File: src/rtl/alu_op_sequencer.sv
// Registered request/response front end for a 32-bit combinational ALU with a chained carry flag.
// Optional feature: define ALU_SEQ_STICKY_OVF_EN to add the ovf_sticky output.
module alu_op_sequencer #(
   parameter int WIDTH         = 32,
   parameter int SETTLE_CYCLES = 1
) (
   input  logic             clk,
   input  logic             rst_n,
   input  logic             req_valid,
   output logic             req_ready,
   input  logic [WIDTH-1:0] req_a,
   input  logic [WIDTH-1:0] req_b,
   input  logic [3:0]       req_sel,
   input  logic             req_cin,
   input  logic             req_chain,
   output logic [WIDTH-1:0] alu_a,
   output logic [WIDTH-1:0] alu_b,
   output logic [3:0]       alu_sel,
   output logic             alu_cin,
   input  logic [WIDTH-1:0] alu_y,
   input  logic             alu_cout,
   input  logic             alu_neg,
   input  logic             alu_zero,
   input  logic             alu_ovf,
   output logic             rsp_valid,
   input  logic             rsp_ready,
   output logic [WIDTH-1:0] rsp_y,
   output logic [3:0]       rsp_flags,
   output logic             busy
`ifdef ALU_SEQ_STICKY_OVF_EN
   ,
   output logic             ovf_sticky
`endif
);

   typedef enum logic [1:0] {
      ST_IDLE   = 2'd0,
      ST_DRIVE  = 2'd1,
      ST_SETTLE = 2'd2,
      ST_RESP   = 2'd3
   } state_t;

   state_t           state_r, state_s;
   logic [3:0]       cnt_r, cnt_s;
   logic [WIDTH-1:0] alu_a_r, alu_a_s, alu_b_r, alu_b_s;
   logic [3:0]       alu_sel_r, alu_sel_s;
   logic             alu_cin_r, alu_cin_s;
   logic             rsp_valid_r, rsp_valid_s;
   logic [WIDTH-1:0] rsp_y_r, rsp_y_s;
   logic [3:0]       rsp_flags_r, rsp_flags_s;
   logic             carry_r, carry_s;
   logic             req_ready_r, req_ready_s;
   logic             busy_r, busy_s;
   logic             accept_s, capture_s;

   assign accept_s  = (state_r == ST_IDLE) && req_valid;
   assign capture_s = (state_r == ST_SETTLE) && (cnt_r == 4'd0);

   // Next-state and next-output logic for the sequencer FSM.
   always_comb begin
      state_s     = state_r;
      cnt_s       = cnt_r;
      alu_a_s     = alu_a_r;
      alu_b_s     = alu_b_r;
      alu_sel_s   = alu_sel_r;
      alu_cin_s   = alu_cin_r;
      rsp_valid_s = rsp_valid_r;
      rsp_y_s     = rsp_y_r;
      rsp_flags_s = rsp_flags_r;
      carry_s     = carry_r;
      case (state_r)
         ST_IDLE: begin
            if (accept_s) begin
               alu_a_s   = req_a;
               alu_b_s   = req_b;
               alu_sel_s = req_sel;
               alu_cin_s = req_chain ? carry_r : req_cin;
               state_s   = ST_DRIVE;
            end else begin
               state_s = ST_IDLE;
            end
         end
         ST_DRIVE: begin
            cnt_s   = 4'(SETTLE_CYCLES - 1);
            state_s = ST_SETTLE;
         end
         ST_SETTLE: begin
            if (capture_s) begin
               rsp_y_s     = alu_y;
               rsp_flags_s = {alu_cout, alu_neg, alu_zero, alu_ovf};
               carry_s     = alu_cout;
               rsp_valid_s = 1'b1;
               state_s     = ST_RESP;
            end else begin
               cnt_s = cnt_r - 4'd1;
            end
         end
         ST_RESP: begin
            if (rsp_ready) begin
               rsp_valid_s = 1'b0;
               state_s     = ST_IDLE;
            end else begin
               state_s = ST_RESP;
            end
         end
         default: begin
            state_s     = ST_IDLE;
            rsp_valid_s = 1'b0;
         end
      endcase
      // Ready/busy are registered copies of the next state, so no comb path from rsp_ready.
      req_ready_s = (state_s == ST_IDLE);
      busy_s      = (state_s != ST_IDLE);
   end

   // State and datapath registers.
   always_ff @(posedge clk or negedge rst_n) begin
      if (!rst_n) begin
         state_r     <= ST_IDLE;
         cnt_r       <= 4'd0;
         alu_a_r     <= '0;
         alu_b_r     <= '0;
         alu_sel_r   <= 4'd0;
         alu_cin_r   <= 1'b0;
         rsp_valid_r <= 1'b0;
         rsp_y_r     <= '0;
         rsp_flags_r <= 4'd0;
         carry_r     <= 1'b0;
         req_ready_r <= 1'b1;
         busy_r      <= 1'b0;
      end else begin
         state_r     <= state_s;
         cnt_r       <= cnt_s;
         alu_a_r     <= alu_a_s;
         alu_b_r     <= alu_b_s;
         alu_sel_r   <= alu_sel_s;
         alu_cin_r   <= alu_cin_s;
         rsp_valid_r <= rsp_valid_s;
         rsp_y_r     <= rsp_y_s;
         rsp_flags_r <= rsp_flags_s;
         carry_r     <= carry_s;
         req_ready_r <= req_ready_s;
         busy_r      <= busy_s;
      end
   end

   assign req_ready = req_ready_r;
   assign alu_a     = alu_a_r;
   assign alu_b     = alu_b_r;
   assign alu_sel   = alu_sel_r;
   assign alu_cin   = alu_cin_r;
   assign rsp_valid = rsp_valid_r;
   assign rsp_y     = rsp_y_r;
   assign rsp_flags = rsp_flags_r;
   assign busy      = busy_r;

`ifdef ALU_SEQ_STICKY_OVF_EN
   logic sticky_r, sticky_s;

   // Sticky overflow: cleared by an unchained sel=1111 request, otherwise accumulates on capture.
   always_comb begin
      sticky_s = sticky_r;
      if (accept_s && !req_chain && (req_sel == 4'b1111)) begin
         sticky_s = 1'b0;
      end else if (capture_s) begin
         sticky_s = sticky_r | alu_ovf;
      end else begin
         sticky_s = sticky_r;
      end
   end

   // Sticky overflow register.
   always_ff @(posedge clk or negedge rst_n) begin
      if (!rst_n) begin
         sticky_r <= 1'b0;
      end else begin
         sticky_r <= sticky_s;
      end
   end

   assign ovf_sticky = sticky_r;
`endif

endmodule

File: config.mk
export PLATFORM = sky130hd
export DESIGN_NAME = alu_op_sequencer
export DESIGN_NICKNAME = d
export VERILOG_FILES = /design/src/rtl/alu_op_sequencer.sv
export SDC_FILE = /design/constraint.sdc
export NUM_CORES = 1
export LEC_CHECK = 0
export ABC_AREA = 1
export BUFFER_PORTS_ARGS = -buffer_cell sky130_fd_sc_hd__buf_4
export CAP_MARGIN = 0
export CORE_ASPECT_RATIO = 0.5
export CORE_MARGIN = 4
export CORE_UTILIZATION = 35
export DETAILED_ROUTE_END_ITERATION = 10
export PLACE_DENSITY = 0.64
export SYNTH_ARGS = -nofsm -noshare
export SYNTH_HDL_FRONTEND = slang
export SYNTH_SLANG_ARGS = --single-unit
export TNS_END_PERCENT = 1
File: constraint.sdc
create_clock -name clk -period 1.19 [get_ports clk]
set_input_delay 0.119 -clock clk [delete_from_list [all_inputs] [get_ports clk]]
set_output_delay 0.119 -clock clk [all_outputs]
set_load 0.02 [all_outputs]
Yosys cells after proc, flatten, opt, wreduce, memory -nomap -nowiden
Index checks and enable logic that the tools add are counted. W data, S select, Z words.

Bits in registers: 115. Bits of input ports: 110. Output and inout port bits: 108. Word-level logic and storage cells: 41.

$add $sub $neg: 1. Equality and inequality tests: 6. Multiplexer cells: 10. Reduce and logical (&&, ||, !) cells: 12.

Operator list (count): $pmux W2 S4 (1); $pmux W4 S2 (1); $ne A2 B2 Y1 const B (3); $reduce_and A2 Y1 (3); $reduce_bool A2 Y1 (3); $eq A2 B2 Y1 const B (2); $logic_not A2 Y1 (2); $logic_not A4 Y1 (1); $mux W1 (4); $mux W2 (2); $mux W4 (1); $sub A4 B1 Y4 const B (1); $reduce_and A3 Y1 (1); $eq A2 B1 Y1 const B (1); $logic_and A1 B1 Y1 (2); $pmux W1 S2 (1).

Logic depth before layout (Yosys ltp)
Gate-level depths: netlist of run 1.

Depth after elaboration: 5. Mapped depth: 7. Mapped depth without buffers: 7.

Worst setup path after synthesis of run 1
No wires, ideal clock.

Kind: reg-to-reg. From: register cnt_r[0]. To: register rsp_y_r[10] (netlist: rsp_y[10]). Library setup time: 121 ps. Arrival time: 1174 ps. Required time: 1069 ps. Setup slack: -104 ps. Stages on the path, launching flop included: 8. Path buffers: 2. Period minus slack after synthesis: 1294 ps. Cell sequence: dfrtp_1 -> inv_1 -> ha_1 -> nand3_2 -> buf_6 -> buf_2 -> nand2_1 -> o21ai_1.

Longest elaborated chain between the ends: 3.

Ends and longest elaborated chain: from (decl) (RTL line 44) `logic [3:0] cnt_r, cnt_s;`; from (signal assigned) (RTL line 133) `cnt_r <= cnt_s;`; $logic_not A4 Y1 (RTL line 57) `assign capture_s = (state_r == ST_SETTLE) && (cnt_r == 4'd0);`; $logic_and A1 B1 Y1 (RTL line 57); $reduce_and A2 Y1 (no source line); to (signal assigned) (RTL line 139) `rsp_y_r <= rsp_y_s;`; to (decl) (RTL line 49) `logic [WIDTH-1:0] rsp_y_r, rsp_y_s;`.

Every way passes these cells. A chain may end at the register's enable or synchronous reset.

Final worst setup path of run 1
From: register cnt_r[0]. To: register rsp_valid_r (netlist: rsp_valid).

Longest elaborated chain between the ends: 4.

Ends and longest elaborated chain: $logic_not A4 Y1 (RTL line 57); $logic_and A1 B1 Y1 (RTL line 57); $ne A2 B2 Y1 (no source line); $reduce_and A3 Y1 (no source line); to (signal assigned) (RTL line 138) `rsp_valid_r <= rsp_valid_s;`; to (decl) (RTL line 48) `logic rsp_valid_r, rsp_valid_s;`.

Every way passes these cells.

==> results.md, run 1 <==
* Primary FF master, synth: dfrtp_1
* Clock tree buffer depth at 2
* Cells along the critical path: inv_2 -> ha_4 -> buf_4 -> nand2_2 -> nand2_4 -> nand2_2 -> nand2_1 -> nand2_1
* Mapped Avg Cell Area at 8.86 um^2
* Synth unique cells at 18
* Busiest grt layer: met2
* Detailed-router iteration count before antenna repair at 4
* RePlAce Congestion at 0.749
* Core footprint at 12200 um^2
* Mapped cell area at 4480 um^2
* Leakage power at 0.00448 uW
* Initial Util at 36.8%
* Max Slew Vio Count at 0
* Top-area cell type share of the netlist area at 63.2%
* Initial DRC count at 194
* Post-DP HPWL at 8.98 mm
* M1 GR Usage at 21.7%
* Critical Path AT at 1.44 ns
* Syn nets at 616
* NumNets Final at 958
* CTS Root Cell: clkbuf_16
* Vias in the first global route at 4639
* Clk_lat worst skew at 0.40 ns
* Final Skew at 0.00608 ns
* Row cnt at 28
* Final Hold Vio Count at 0
* Clock slew at reported path FFs at 0.05 ns
* Most common cell after layout, fill and taps aside: nand2_1
* H-tree depth reported by CTS at 4
* Total Wirelength at 14.1 mm
* Final Cycle Share at 98.0%
* #FFs+latches synth at 114
* Tot GR Track Use at 19.2%
* RSZ-0062 raised after global routing: yes
* Max-slew headroom at 74.3%
* Antenna cells at 0
* Highest-count cells in the layout ignoring fill and taps: nand2_1 (255), buf_4 (229), dfrtp_1 (112), dlygate4sd3_1 (105), inv_1 (42)
* Routed vias/inst at 4.31
* Port-buffer cells at 217
* Met2 Use GR at 36.0%
* Die area at 14800 um^2
* Top Ports at 218
* Type of the worst min-delay path: input pin to register
* Sequential share of the synthesized area at 63.8%
* Max Cap Viol at 0
* Remaining Overflow, GRT at 0
* Top cells by area, synth: dfrtp_1 (63%), nand2_1 (22%), inv_1 (3.8%), o21ai_1 (2.2%), o21ai_0 (2.0%)
* Met3 usage at 4.46%
* Post-layout min period at 1.17 ns
* CTS tree: done
* Worst path max stage delay at 0.38 ns
* DIE WIDTH at 168 um
* Async SR Flop Fraction at 100%
* Area delta synth->final at 84.6%
* Outcome: finished, final reports clean
* Setup WS post-layout at 0.0236 ns
* Slowest-stage cell, CP: dfrtp_1
* CP endpoint kind: register
* Layout Utilization at 68.0%
* Peak supply drop at 1320 uV
* Share of layout cells above drive strength 1 at 34.4%
* Max frequency at 0.857 GHz
* Startpoint types: register
* Worst-path fanout max at 5
* Post-Synthesis Cells at 505
* DRT antenna net count at 0
* Sink Count at 114
* Post-synth EDFFs at 0
* Global-route wire length before repair at 22.6 mm
* DR WL/cell at 13.8 um
* Setup Viol. Count Final at 0
* Initial antenna violation count at 0
* Vias at 4421
* Worst-Margin Slew at 0.385 ns
* YS warnings at 0
* Critical Path RT at 1.47 ns
* Worst slack, placed at -0.0513 ns
* Height of the die at 88.0 um
* Number of buffers created by CTS at 17
* Largest net degree at the start of global routing at 47
* # DRC at 0
* Yosys top cell by area: dfrtp_1
* Worst Path Class, Setup: register to register
* Power density over cell area at 2620 nW/um^2
## flip-flops by register name (all words and copies together) (netlist names)
signal / cells
alu_sel: 4
req_ready: 1
rsp_y: 32
rsp_flags: 4
busy: 1
alu_cin: 1
alu_a: 32
alu_b: 32
cnt_r: 4
rsp_valid: 1
state_r: 2
## report_power, final
part / internal [uW] / switching, uW / leakage, uW
Combinational: 4000 / 5240 / 0.00275
Sequential: 5660 / 1050 / 0.00142
Clock: 3930 / 1790 / 0.000313
Total: 13600 / 8070 / 0.00448
## Yosys cell counts, types with 3 or more instances
cell type  instances
nand2_1          265
nor2_1             5
buf_4              3
inv_1             45
nand3_1            5
o21ai_1           20
o21ai_0           18
clkbuf_1           3
buf_6              6
dfrtp_1          113
buf_2             11
inv_2              4
## through the flow
step	total power, uW	TNS, ns	cell area [um^2]	hold WS, ns	std cells
after CTS	21600	0	8200	0.0416	1023
after detailed placement	15300	-1.17	6400	0.0740	884
after floorplan	11400	0	4490	-0.177	505
final	21700	0	8260	0.0472	1025
after global placement	15200	-0.0579	6400	0.0702	884
after global routing	23000	-1.53	8260	0.0653	1025
## cell families after synthesis
group,after synthesis,share of synthesized area [%]
AO/OA/AOI/OAI,39,4.36
XOR/XNOR,1,0.196
adder cells (fa/ha/maj),1,0.280
buffers and inverters,72,7.60
flip-flops,114,63.8
AND/OR/NAND/NOR,278,23.8
## worst max-delay path: cells and delay by family, from the launching register on
kind | cells | cell delay (ns)
flops | 1 | 0.38
simple gates | 5 | 0.32
fa+ha+maj | 1 | 0.15
buf+inv | 2 | 0.19
## layer usage
metal / vias to the layer above / wire length, um / share of wire [%]
met5: - / 0 / 0
met1: 2073 / 5590 / 40
met2: 119 / 7670 / 54
met4: 0 / 240 / 1.7
li1: 2210 / - / -
met3: 19 / 647 / 4.6
## worst paths after layout
kind / from / end / slack (ns) / cells past startpoint
setup / recovery: cnt_r[0] / rsp_valid / 0.02 / 8
hold / removal: req_chain / alu_cin / 0.05 / 4
setup reg to reg: cnt_r[0] / rsp_valid / 0.02 / 8
hold reg to reg: alu_a[5] / alu_a[5] / 0.48 / 2
max in group asynchronous: rst_n / alu_a[24] / 0.48 / 3
min in group asynchronous: rst_n / rsp_y[7] / 0.21 / 2
## layout make-up
class,count,area [um^2]
clock buffers,19,433
clock inverters,13,234
fillers,928,3890
inverters,49,189
multi-input cells,319,1350
flip-flops and latches,114,2860
well taps,165,206
repair buffers,346,2990
## what timing repair did
action,4_1_cts,5_1_grt
hold buffers,105,0
cloned,1,0
buffers inserted,1,2
pin swaps,0,3
endpoints found under the hold margin,203,0
endpoints found under the setup margin,87,108
resized for setup,11,27
(Power assumes the default switching activity.)
==> run 2, diff against run 1 <==
--- a/config.mk
+++ b/config.mk
@@ -9,7 +9,6 @@
 export BUFFER_PORTS_ARGS = -buffer_cell sky130_fd_sc_hd__buf_4
 export CAP_MARGIN = 0
 export CORE_ASPECT_RATIO = 0.5
-export CORE_MARGIN = 4
 export CORE_UTILIZATION = 35
 export DETAILED_ROUTE_END_ITERATION = 10
 export PLACE_DENSITY = 0.64
==> run 2 against run 1 <==
Against the previous run:
- the run now ends with setup timing left
- combinational power is 1% lower
- sequential power hardly changed
- flip-flop and latch count stayed put
- critical path type unchanged
- critical endpoint is now rsp_y[24]
==> results.md, run 2 (synthesis gave the netlist of run 1 again) <==
* Startpoint types: register (unchanged)
* Core footprint at 12100 um^2 (was 12200 um^2)
* Outcome: finished, violations left (was finished, final reports clean)
* Setup WS post-layout at -0.0447 ns (was 0.0236 ns)
* Post-Place Cell Area at 6450 um^2 (was 6400 um^2)
* Post-layout min period at 1.23 ns (was 1.17 ns)
* Peak supply drop at 1300 uV (was 1320 uV)
* Max Slew Vio Count at 0 (unchanged)
* Detail Route met2 WL at 7.01 mm (was 7.67 mm)
* Sink Count at 114 (unchanged)
* Final Non-Filler Cells at 1024 (was 1025)
* DRT antenna net count at 0 (unchanged)
* Clock tree buffer depth at 2 (unchanged)
* Remaining Overflow, GRT at 0 (unchanged)
* Initial antenna violation count at 0 (unchanged)
* RSZ-0062 raised after global routing: yes (unchanged)
* Initial DRC count at 237 (was 194)
* Vias at 4378 (was 4421)
* Worst Path Class, Setup: register to register (unchanged)
* Tot GR Track Use at 20.0% (was 19.2%)
* Leakage power at 0.00445 uW (was 0.00448 uW)
* DR WL/cell at 12.9 um (was 13.8 um)
* Row cnt at 28 (unchanged)
* Number of buffers created by CTS at 17 (unchanged)
* Final Cycle Share at 104% (was 98.0%)
* CTS tree: done (unchanged)
* Final instance area at 8150 um^2 (was 8260 um^2)
* # DRC at 0 (unchanged)
* Worst path max stage delay at 0.43 ns (was 0.38 ns)
* DIE WIDTH at 162 um (was 168 um)
* Largest net degree at the start of global routing at 56 (was 47)
* CP Buf/Inv Count at 1 (was 2)
* Setup TNS at -0.249 ns (was 0 ns)
* Setup Viol. Count Final at 29 (was 0)
* Final Hold Vio Count at 0 (unchanged)
* CP endpoint kind: register (unchanged)
* Post-CTS setup buffer count at 0 (was 1)
* H-tree depth reported by CTS at 4 (unchanged)
* Max frequency at 0.810 GHz (was 0.857 GHz)
* Height of the die at 82.0 um (was 88.0 um)
* Worst slack, placed at -0.0139 ns (was -0.0513 ns)
* # placed instances at 887 (was 884)
* Top Ports at 218 (unchanged)
* Clock slew at reported path FFs at 0.05 ns (about the same)
* WL met3 at 616 um (was 647 um)
* Antenna cells at 0 (unchanged)
* Worst-path fanout max at 27 (was 5)
* Cells along the critical path: nor2_2 -> nand3_4 -> clkbuf_16 -> nand2_1 -> o21ai_0 (was inv_2 -> ha_4 -> buf_4 -> nand2_2 -> nand2_4 -> nand2_2 -> nand2_1 -> nand2_1)
* Highest-count cells in the layout ignoring fill and taps: nand2_1 (264), buf_4 (228), dfrtp_1 (113), dlygate4sd3_1 (105), inv_1 (43) (was nand2_1 (255), buf_4 (229), dfrtp_1 (112), dlygate4sd3_1 (105), inv_1 (42))
* Power density over cell area at 2540 nW/um^2 (was 2620 nW/um^2)
* Slowest-stage cell, CP: dfrtp_1 (unchanged)
* CTS Root Cell: clkbuf_16 (unchanged)
* Die area at 13300 um^2 (was 14800 um^2)
* Vias in the first global route at 4288 (was 4639)
* Share of layout cells above drive strength 1 at 33.6% (was 34.4%)
* Failing checks: setup timing
* RePlAce Congestion at 0.767 (was 0.749)
* NumNets Final at 958 (unchanged)
* Initial Util at 36.9% (was 36.8%)
* Highest routed layer: met4 (unchanged)
* Most common cell after layout, fill and taps aside: nand2_1 (unchanged)
* M1 WL at 5.34 mm (was 5.59 mm)
* Max-slew headroom at 77.5% (was 74.3%)
* Critical Path RT at 1.47 ns (about the same)
* Clk_lat worst skew at 0.39 ns (was 0.40 ns)
* Routed vias/inst at 4.28 (was 4.31)
* Type of the worst min-delay path: input pin to register (unchanged)
* Worst-Margin Slew at 0.337 ns (was 0.385 ns)
* Critical Path AT at 1.51 ns (was 1.44 ns)
* Post-DP HPWL at 8.25 mm (was 8.98 mm)
* Final Skew at 0.00840 ns (was 0.00608 ns)
* Area delta synth->final at 82.0% (was 84.6%)
* Global-route wire length before repair at 20.6 mm (was 22.6 mm)
* Detailed-router iteration count before antenna repair at 6 (was 4)
* Port-buffer cells at 217 (unchanged)
* Total Wirelength at 13.2 mm (was 14.1 mm)
* CP top delay family: flip-flops (unchanged)
* Max Cap Viol at 0 (unchanged)
==> run 2: metal layers <==
layer | global-route usage (%) | up-vias
li1 | - | 2200
met1 | 22.7 | 2025
met2 | 36.4 | 132
met3 | 5.30 | 21
met4 | 8.58 | 0
met5 | 0 | -
==> run 2: area by class of cell <==
type	instances	area (um^2)
Multi-Input combinational cell	319	1330
Fill cell	951	3980
Sequential cell	114	2850
Timing Repair Buffer	346	3010
Clock inverter	11	113
Clock buffer	20	457
Inverter	49	184
Tap cell	165	206
==> run 2: through the flow <==
stage,util (%),hold WS [ns],power (uW)
6_report,67.2,0.0391,20700
5_1_grt,67.2,0.0913,22000
4_1_cts,66.5,0.00282,20500
3_5_place_dp,53.2,0.0489,15300
3_3_place_gp,53.2,0.0437,15100
2_1_floorplan,-,-0.177,11400
==> run 2: worst paths after layout <==
path / start / end / slack [ns] / depth (start not counted)
min in group asynchronous: rst_n / rsp_y[25] / 0.18 / 2
worst min register to register: alu_a[8] / alu_a[8] / 0.48 / 2
worst max-delay path: state_r[0] / rsp_y[24] / -0.04 / 5
max in group asynchronous: rst_n / alu_a[25] / 0.53 / 3
worst max register to register: state_r[0] / rsp_y[24] / -0.04 / 5
worst min-delay path: req_chain / alu_cin / 0.04 / 4
==> run 2: power by group <==
| part | leakage, uW | switching [uW] | total, uW | internal [uW] |
|---|---|---|---|---|
| sequential | 0.00142 | 1040 | 6700 | 5660 |
| clock | 0.000277 | 1710 | 4870 | 3150 |
| combinational | 0.00275 | 5140 | 9130 | 3990 |
==> run 2: repair_timing <==
action	CTS	global route
pin swaps	1	1
endpoints found under the setup margin	28	108
endpoints found under the hold margin	217	1
resized for setup	1	19
hold buffers	104	1
cloned	0	1
==> run 2: worst min-delay path: cells and delay by family <==
family / cells / cell delay [ns]
AO/OA/AOI/OAI: 1 / 0.08
buffers and inverters: 1 / 0.08
AND/OR/NAND/NOR: 2 / 0.11
==> run 3, diff against run 2 <==
--- a/config.mk
+++ b/config.mk
@@ -8,10 +8,13 @@
 export ABC_AREA = 1
 export BUFFER_PORTS_ARGS = -buffer_cell sky130_fd_sc_hd__buf_4
 export CAP_MARGIN = 0
+export CELL_PAD_IN_SITES_DETAIL_PLACEMENT = 0
+export CELL_PAD_IN_SITES_GLOBAL_PLACEMENT = 1
 export CORE_ASPECT_RATIO = 0.5
-export CORE_UTILIZATION = 35
+export CORE_UTILIZATION = 29
+export CTS_CLUSTER_SIZE = 24
 export DETAILED_ROUTE_END_ITERATION = 10
-export PLACE_DENSITY = 0.64
+export PLACE_DENSITY = 0.73
 export SYNTH_ARGS = -nofsm -noshare
 export SYNTH_HDL_FRONTEND = slang
 export SYNTH_SLANG_ARGS = --single-unit
==> run 3 against run 2 <==
Against the previous run:
- the run now ends clean
- hold slack worse by 0.019 ns
- critical path depth is 1 higher
- first-iteration DRC count decreased by 32%
- cell area is 0.86% higher
- clock skew rose by 0.00082 ns
- critical path type unchanged
- highest routed layer unchanged
==> results.md, run 3 (synthesis gave the netlist of run 1 again) <==
* Outcome: finished, final reports clean (was finished, violations left)
* Share of layout cells above drive strength 1 at 34.2% (was 33.6%)
* Multi-input logic area at 1340 um^2 (was 1330 um^2)
* Worst Path Class, Setup: register to register (unchanged)
* Tot GR Track Use at 16.5% (was 20.0%)
* Setup Viol. Count Final at 0 (was 29)
* DIE WIDTH at 178 um (was 162 um)
* Cells along the critical path: inv_2 -> nand3_4 -> buf_6 -> buf_12 -> nand2_1 -> nand2_1 (was nor2_2 -> nand3_4 -> clkbuf_16 -> nand2_1 -> o21ai_0)
* Detailed-router iteration count before antenna repair at 4 (was 6)
* Total Wirelength at 12.9 mm (was 13.2 mm)
* Type of the worst min-delay path: input pin to register (unchanged)
* Final Hold Vio Count at 0 (unchanged)
* Remaining Overflow, GRT at 0 (unchanged)
* Final Skew at 0.00922 ns (was 0.00840 ns)
* Highest-count cells in the layout ignoring fill and taps: nand2_1 (255), buf_4 (226), dfrtp_1 (112), dlygate4sd3_1 (105), inv_1 (43) (was nand2_1 (264), buf_4 (228), dfrtp_1 (113), dlygate4sd3_1 (105), inv_1 (43))
* Clk_lat worst skew at 0.40 ns (was 0.39 ns)
* Worst path max stage delay at 0.45 ns (was 0.43 ns)
* Slowest-stage cell, CP: dfrtp_2 (was dfrtp_1)
* Reg-to-reg endpoint: alu_a[27] (was rsp_y[24])
* RSZ-0062 raised after global routing: yes (unchanged)
* Clock slew at reported path FFs at 0.05 ns (about the same)
* DR WL/cell at 12.2 um (was 12.9 um)
* # DRC at 0 (unchanged)
* Max frequency at 0.841 GHz (was 0.810 GHz)
* Antenna cells at 0 (unchanged)
* Port-buffer cells at 217 (unchanged)
* R2r worst-path depth at 6 (was 5)
* Post-DP HPWL at 8.45 mm (was 8.25 mm)
* Worst-Margin Slew at 0.356 ns (was 0.337 ns)
* Critical Path RT at 1.47 ns (about the same)
* Peak supply drop at 1230 uV (was 1300 uV)
* Worst r2r src: state_r[0] (unchanged)
* Most frequent CP cell: nand2_1
* Critical Path AT at 1.47 ns (was 1.51 ns)
* Row cnt at 31 (was 28)
* Largest net degree at the start of global routing at 47 (was 56)
* Vias in the first global route at 4301 (was 4288)
* Max Slew Vio Count at 0 (unchanged)
* Global-route wire length before repair at 20.8 mm (was 20.6 mm)
* Number of buffers created by CTS at 17 (unchanged)
* DRT antenna net count at 0 (unchanged)
* Reg-to-reg slack, setup at 0.0008 ns (was -0.04 ns)
* Post-CTS setup buffer count at 0 (unchanged)
* NumNets Final at 955 (was 958)
* Layout Utilization at 55.6% (was 67.2%)
* Die area at 16000 um^2 (was 13300 um^2)
* Initial DRC count at 160 (was 237)
* Area delta synth->final at 83.6% (was 82.0%)
* Clock tree buffer depth at 2 (unchanged)
* Filler cells at 1303 (was 951)
* HP Start: req_chain (unchanged)
* Height of the die at 89.8 um (was 82.0 um)
* Most common cell after layout, fill and taps aside: nand2_1 (unchanged)
* Final Cycle Share at 99.9% (was 104%)
* Initial Util at 30.3% (was 36.9%)
* CP endpoint kind: register (unchanged)
* Initial antenna violation count at 0 (unchanged)
* Max Cap Viol at 0 (unchanged)
* CTS tree: done (unchanged)
* H-tree depth reported by CTS at 4 (unchanged)
* Vias at 4318 (was 4378)
* Startpoint types: register (unchanged)
* Worst hold endpoint: alu_cin (unchanged)
* Max-slew headroom at 76.2% (was 77.5%)
* Top Ports at 218 (unchanged)
* CTS Root Cell: clkbuf_16 (unchanged)
* Worst-path fanout max at 20 (was 27)
* Routed vias/inst at 4.10 (was 4.28)
* Overall power at 21000 uW (was 20700 uW)
* Storage element area at 2860 um^2 (was 2850 um^2)
* Hold depth at 4 (unchanged)
* RePlAce Congestion at 0.748 (was 0.767)
* Power density over cell area at 2550 nW/um^2 (was 2540 nW/um^2)
* Sink Count at 114 (unchanged)
* Core footprint at 14800 um^2 (was 12100 um^2)
* Leakage power at 0.00445 uW (about the same)
* Post-layout min period at 1.19 ns (was 1.23 ns)
-- run 3: worst max-delay path by stage --
stage / from / end / slack [ns]
after floorplan: cnt_r[0] / rsp_y[23] / 0.004
after global placement: state_r[0] / rsp_flags[2] / 0.0002
after detailed placement: cnt_r[1] / rsp_y[31] / -0.03
after CTS: state_r[0] / rsp_flags[2] / -0.03
after global routing: cnt_r[1] / rsp_y[31] / -0.11
final: state_r[0] / alu_a[27] / 0.0008
-- run 3: critical path, delay by kind of cell, from the launching register on --
family                 cells  cell delay, ns
buffers and inverters      3            0.42
flip-flops                 1            0.45
AND/OR/NAND/NOR            3            0.22
-- run 3: per-layer routing --
layer	track usage, %	wire length [um]	part of all wire [%]
met1	19.4	5490	43
met2	28.1	6560	51
met3	3.81	499	3.9
met4	8.76	350	2.7
met5	0	0	0
-- run 3: through the flow --
stage | setup WS, ns | std cells | cell area (um^2) | TNS, ns | hold slack [ns]
4_1_cts | -0.0252 | 1053 | 8130 | -0.265 | 0.00785
2_1_floorplan | 0.00397 | 505 | 4490 | 0 | -0.177
6_report | 0.000835 | 1054 | 8220 | 0 | 0.0201
5_1_grt | -0.106 | 1054 | 8220 | -2.51 | 0.0322
3_3_place_gp | 0.000184 | 917 | 6460 | 0 | 0.0607
3_5_place_dp | -0.0332 | 917 | 6460 | -0.383 | 0.0606
-- run 3: where the power goes --
part / leakage (uW) / internal [uW] / switching [uW]
clock: 0.000304 / 3490 / 1720
combinational: 0.00273 / 3980 / 5090
sequential: 0.00142 / 5660 / 1030
-- run 3: final cells by class --
class                      instances  share of cell area, %
clock buffer                      21                   5.85
clock inverter                    10                   1.60
inverter                          49                   2.27
multi-input combinational        319                   16.4
sequential                       114                   34.8
tap                              198                   3.02
timing repair buffer             343                   36.2
-- run 3: timing repair --
item	CTS	global route
resized for setup	1	30
setup endpoints to repair	38	101
pin swaps	0	1
gates cloned	0	1
endpoints found under the hold margin	198	0
hold buffers	105	0
